## config.mk

```make
export PLATFORM = sky130hd
export DESIGN_NAME = hazard_flow_ctrl
export DESIGN_NICKNAME = d
export VERILOG_FILES = /design/src/rtl/hazard_flow_ctrl.sv
export SDC_FILE = /design/constraint.sdc
export NUM_CORES = 1
export LEC_CHECK = 0
export ABC_AREA = 1
export ABC_CLOCK_PERIOD_IN_PS = 1700
export BUFFER_PORTS_ARGS = -buffer_cell sky130_fd_sc_hd__buf_4
export CORE_MARGIN = 2
export CORE_UTILIZATION = 40
export CTS_BUF_LIST = sky130_fd_sc_hd__clkbuf_16
export DETAILED_ROUTE_END_ITERATION = 12
export GPL_TIMING_DRIVEN = 0
export PLACE_DENSITY = 0.94
export SLEW_MARGIN = 20
export SYNTH_ARGS = -nofsm -noshare
export SYNTH_HDL_FRONTEND = slang
export SYNTH_SLANG_ARGS = --single-unit
```

## constraint.sdc

```tcl
create_clock -name clk -period 1.7 [get_ports clk]
set_input_delay 0.255 -clock clk [delete_from_list [all_inputs] [get_ports clk]]
set_output_delay 0.255 -clock clk [all_outputs]
set_load 0.005 [all_outputs]
```

## src/rtl/hazard_flow_ctrl.sv

```systemverilog
// Backward pipeline control: load-use stall, EX redirect flush and halt drain/park sequencing.
// Optional saturating stall/flush performance counters are built when HAZARD_PERF_CNT_EN is defined.
module hazard_flow_ctrl #(
  parameter int DRAIN_CYCLES = 3,
  parameter int CNT_W        = 16
) (
  input  logic             clk,
  input  logic             reset,
  input  logic [4:0]       id_rs1,
  input  logic [4:0]       id_rs2,
  input  logic             id_uses_rs2,
  input  logic             idex_mem_read,
  input  logic [4:0]       idex_rd,
  input  logic             idex_halt,
  input  logic             ex_redirect,
  input  logic             resume,
  output logic             pc_write,
  output logic             ifid_write,
  output logic             ifid_flush,
  output logic             idex_flush,
  output logic             halted,
  output logic [CNT_W-1:0] stall_cnt,
  output logic [CNT_W-1:0] flush_cnt
);

  localparam int DW = (DRAIN_CYCLES > 1) ? $clog2(DRAIN_CYCLES) : 1;

  typedef enum logic [1:0] {
    RUN    = 2'd0,
    DRAIN  = 2'd1,
    HALTED = 2'd2
  } state_t;

  state_t        r_state;
  state_t        w_nextState;
  logic [DW-1:0] r_drainCnt;
  logic [DW-1:0] w_nextDrainCnt;
  logic          w_hz;

  assign w_hz = idex_mem_read && (idex_rd != 5'd0) &&
                ((idex_rd == id_rs1) || (id_uses_rs2 && (idex_rd == id_rs2)));

  always_ff @(posedge clk or posedge reset) begin
    if (reset) begin
      r_state    <= RUN;
      r_drainCnt <= '0;
    end else begin
      r_state    <= w_nextState;
      r_drainCnt <= w_nextDrainCnt;
    end
  end

  always_comb begin
    w_nextState    = r_state;
    w_nextDrainCnt = r_drainCnt;
    pc_write       = 1'b0;
    ifid_write     = 1'b0;
    ifid_flush     = 1'b1;
    idex_flush     = 1'b1;
    halted         = 1'b0;
    case (r_state)
      RUN: begin
        // Redirect beats halt and hazard: everything younger than the branch is wrong-path.
        if (ex_redirect) begin
          pc_write   = 1'b1;
          ifid_write = 1'b1;
        end else if (idex_halt) begin
          w_nextState    = DRAIN;
          w_nextDrainCnt = DW'(DRAIN_CYCLES - 1);
        end else if (w_hz) begin
          ifid_flush = 1'b0;
        end else begin
          pc_write   = 1'b1;
          ifid_write = 1'b1;
          ifid_flush = 1'b0;
          idex_flush = 1'b0;
        end
      end
      DRAIN: begin
        if (r_drainCnt == '0) begin
          w_nextState = HALTED;
        end else begin
          w_nextDrainCnt = r_drainCnt - 1'b1;
        end
      end
      HALTED: begin
        halted = 1'b1;
        if (resume) begin
          w_nextState = RUN;
        end
      end
      default: w_nextState = RUN;
    endcase
    // Hold the front end frozen and flushed for as long as reset is asserted.
    if (reset) begin
      pc_write   = 1'b0;
      ifid_write = 1'b0;
      ifid_flush = 1'b1;
      idex_flush = 1'b1;
      halted     = 1'b0;
    end
  end

`ifdef HAZARD_PERF_CNT_EN
  logic             w_stallEvt;
  logic             w_flushEvt;
  logic [CNT_W-1:0] r_stallCnt;
  logic [CNT_W-1:0] r_flushCnt;

  assign w_stallEvt = (r_state == RUN) && !ex_redirect && !idex_halt && w_hz;
  assign w_flushEvt = (r_state == RUN) && ex_redirect;

  always_ff @(posedge clk or posedge reset) begin
    if (reset) begin
      r_stallCnt <= '0;
      r_flushCnt <= '0;
    end else begin
      if (w_stallEvt && (r_stallCnt != {CNT_W{1'b1}})) begin
        r_stallCnt <= r_stallCnt + 1'b1;
      end
      if (w_flushEvt && (r_flushCnt != {CNT_W{1'b1}})) begin
        r_flushCnt <= r_flushCnt + 1'b1;
      end
    end
  end

  assign stall_cnt = r_stallCnt;
  assign flush_cnt = r_flushCnt;
`else
  assign stall_cnt = '0;
  assign flush_cnt = '0;
`endif

endmodule
```

# Yosys cells after proc, flatten, opt, wreduce, memory -nomap -nowiden
# Index checks and enable logic that the tools add are counted.
[classes]
addsub = 1
multipliers = 0
div_mod_pow = 0
magnitude_cmp = 0
eq_ne = 9
shifts = 0
n_mux = 25
bitwise_logic = 0
reduce_logical = 10
[ops]
columns = ["op", "n"]
rows = [
  ["$mux 1", 16],
  ["$mux 2", 7],
  ["$eq 5x5->1", 2],
  ["$ne 2x2->1 const B", 5],
  ["$reduce_and 4->1", 2],
  ["$pmux 2 s3", 1],
  ["$reduce_bool 5->1", 1],
  ["$logic_not 2->1", 2],
  ["$pmux 2 s2", 1],
  ["$logic_and 1x1->1", 3],
  ["$eq 2x1->1 const B", 1],
  ["$eq 2x2->1 const B", 1],
  ["$reduce_bool 2->1", 1],
  ["$sub 2x1->2 const B", 1],
  ["$logic_or 1x1->1", 1],
]
[totals]
ff_bits = 4
latch_bits = 0
ramBits = 0
romBits = 0
input_bits = 22
output_inout_bits = 37
elab_cells = 47
mem_count = 0

# Logic depth before layout (Yosys ltp)
[depth]
word_depth = 9
mapped_depth = 10
mapped_depth_nobuf = 9

# Worst setup path before layout
# OpenSTA, ideal clock, no wires.
[synth_timing]
path_type = "flip-flop to output port"
from = "register r_state[0]"
to = "output port pc_write"
t_arrival_ns = 0.937
t_required_ns = 1.445
path_slack_ns = 0.508
stages_incl_launch_ff = 7
cell_sequence = "dfrtp_1 > nor2_1 > inv_1 > nor3_1 > nand2_1 > inv_1 > buf_4"
[synth_via]
elab_chain_len = 3
[synth_rtl]
columns = ["element", "line_no", "text"]
rows = [
  ["start, declared", "34", "state_t r_state;"],
  ["start signal, assigned", "48", "r_state <= w_nextState;"],
  ["$logic_not 2->1", "-", ""],
  ["$mux 1 (2 in a row)", "-", ""],
  ["end, declared", "17", "output logic pc_write,"],
]
# No other way between the ends.

# Worst setup path in the final report
[layout_timing]
from = "register r_state[0]"
to = "output port idex_flush"
[layout_via]
elab_chain_len = 3
[layout_rtl]
columns = ["element", "line_no", "text"]
rows = [
  ["$logic_not 2->1", "61", "case (r_state)"],
  ["$mux 1", "61", ""],
  ["$mux 1", "95", "if (reset) begin"],
  ["end, declared", "20", "output logic idex_flush,"],
]
# No other way between the ends.

==> results.cfg <==
[clock_tree]
cts-resized-gates = 0
cts_buffer_depth = 2
ctsHtreeMaxLevel = 1
clock_latency_ns = 0.22
cts_buffers = 3
cts_tree = built
ctsRootBufferMaster = clkbuf_16
path_clk_slew_ns = 0.03
cts.sinks = 4

[finish]
n_antenna_cell = 0
fillers = 145
layout_common_cells = 59 x buf_4, 32 x conb_1, 29 x nand2_1
layout-drive-gt1-share_pct = 35.56
mostFrequentLayoutCell = buf_4
multi_input_area_sq_um = 372.9
final_nets = 205
area_growth_pct = 60.18
final-seq-area_sq_um = 100.1

[global_route]
grt_use_met3_pct = 3.968
grt_usage_pct = 16.30
grt_max_degree = 6
overflow = 0
gr-usage-met1_pct = 14.46
grt_use_met2_pct = 32.68
grt_pass1_wl_mm = 2.449
busiest_layer = met2
grt_pass1_vias = 650
antenna_found_initial = 0

[sta]
fin_ws_ns = 0.08325
fmax_mhz = 618.5
finalHoldViolations = 0
fin_tns_setup_ns = 0
rsz0062_at_grt = no
finalMaxSlewViolations = 0
final-setup-viol-count = 0
fin_worst_skew_ns = 0.0003788
fin_crit_ns = 1.617
whs_ns = 0.2384
fin_crit_sh_pct = 95.10

[logic_synthesis]
async_reset_ff_share_pct = 100.0
synth_edf_count = 0
synth_area_sq_um = 694.4
ys_seq_elements = 4
ys_types = 18
avgSynthCellArea_sq_um = 5.835
synthFlopType = dfrtp_1
syn-instance-count = 119
yosysWarnings = 0
ys_seq_area_share_pct = 14.41

[die]
core_area_sq_mm = 0.001670
start_util_pct = 41.57
dieArea_sq_mm = 0.002085
num_io_pins = 59
rows = 15
fp.dieH_um = 45.67
fp.dieW_um = 45.67

[route]
via_count = 761
drc = 0
postRouteAntennaNets = 0
initialDrtViolationCount = 6
routedWlPerCell_um = 8.020
routed_wl_mm = 1.580
dr.pass1.iters = 2
viasPerCell = 3.863

[placed_design]
place.gp.congestion = 0.7991
pre_cts_ws_ns = 0.2249
hpwl_mm = 1.353
io_buffers = 26

[power_and_ir_drop]
p_seq_share_pct = 18.4
p_comb_share_pct = 42.1
p_int_uw = 635.2
p_clk_share_pct = 39.5
power_switching_uw = 283.9
p_leak_nw = 0.7557
power_uw = 919.1
switching_share_pct = 30.89
powerDensity_mw_per_mm2 = 826.3
peakVddDrop_v = 0.0007639

[critical_path]
r2r_cells = 6
crit_fanout = 5
end_kind = primary output
worstSetupStartpointType = flop
timing_worst_setup_path_type = flop to primary output
cp_data_required_time_ns = 1.44
worstPathArrival_ns = 1.36

[run_status]
outcome = completed

[job]
cap_viol_max_count = 0

[worst_hold_path]
hold_path.class = primary input to flop
hold_path_depth = 2
## layout make-up
| cell class | instances | share of cell area (%) |
|---|---|---|
| multi-input cells | 89 | 33.52 |
| plain buffers | 33 | 22.27 |
| repair buffers | 27 | 18.45 |
| flip-flops and latches | 4 | 8.999 |
| inverters | 24 | 8.099 |
| clock buffers | 3 | 6.749 |
| well taps | 17 | 1.912 |
## synth_stat cells, types with 2 or more instances
cell      n  area (sq um)
nor3_1    2         10.01
inv_1    23         86.33
nor2_1   12         45.04
nand3_1   5         25.02
nand2_1  29         108.9
dfrtp_1   4         100.1
buf_4    33         247.7
## critical path, stage by stage, from the launching register on
cell and delay [ns]:
dfrtp_1 0.41, nor2_1 0.15, inv_1 0.07, nor4_1 0.27, nand2_1 0.10, buf_4 0.14
## metrics by stage
| step | cell area (sq um) | util, % | instances |
|---|---|---|---|
| 4_1_cts | 1112 | 66.59 | 197 |
| 3_5_place_dp | 1027 | 61.50 | 193 |
| 6_report | 1112 | 66.59 | 197 |
| 5_1_grt | 1112 | 66.59 | 197 |
| 3_3_place_gp | 1027 | 61.50 | 193 |
| 2_1_floorplan | 810.8 | - | 150 |
## power groups by stage
stage	clock, mW	sequential, mW	combinational (mW)
final	0.363	0.169	0.387
after global placement	0	0.163	0.359
after global routing	0.379	0.174	0.436
after floorplan	0	0.161	0.261
after CTS	0.367	0.168	0.383
after detailed placement	0	0.169	0.380
## sequential cells by signal, summed over array words and instances (netlist names)
register / flops
r_drainCnt: 2
r_state: 2
## layer usage
| layer | wire length [um] | up-vias |
|---|---|---|
| li1 | - | 408 |
| met1 | 538 | 318 |
| met2 | 875 | 31 |
| met3 | 130 | 4 |
| met4 | 36 | 0 |
| met5 | 0 | - |
## cell families (layout without fill, tap and decap cells)
logic type	after synthesis	in the layout	share of synthesized area [%]
other	1	32	0.5400
and+or+nand+nor	50	50	29.01
buffers and inverters	57	87	48.65
adders and majority gates	1	1	1.802
DFF	4	4	14.41
xor gates and xnor gates	1	1	1.261
AOI/OAI and AO/OA	5	5	4.323
## worst paths after layout
path                          startpoint       endpoint  slack, ns
max                           r_state[0]     idex_flush       0.08
min reg2reg                r_drainCnt[0]  r_drainCnt[0]       0.54
min                               resume     r_state[1]       0.24
min in group asynchronous          reset     r_state[0]       0.51
max in group asynchronous          reset     r_state[1]       1.04
max reg2reg                r_drainCnt[0]  r_drainCnt[0]       0.53
## what timing repair did
item,4_1_cts,5_1_grt
hold buffers,1,0
endpoints found under the hold margin,4,0
setup buffers,0,0
Note: power is estimated with default switching activity, not from simulation.
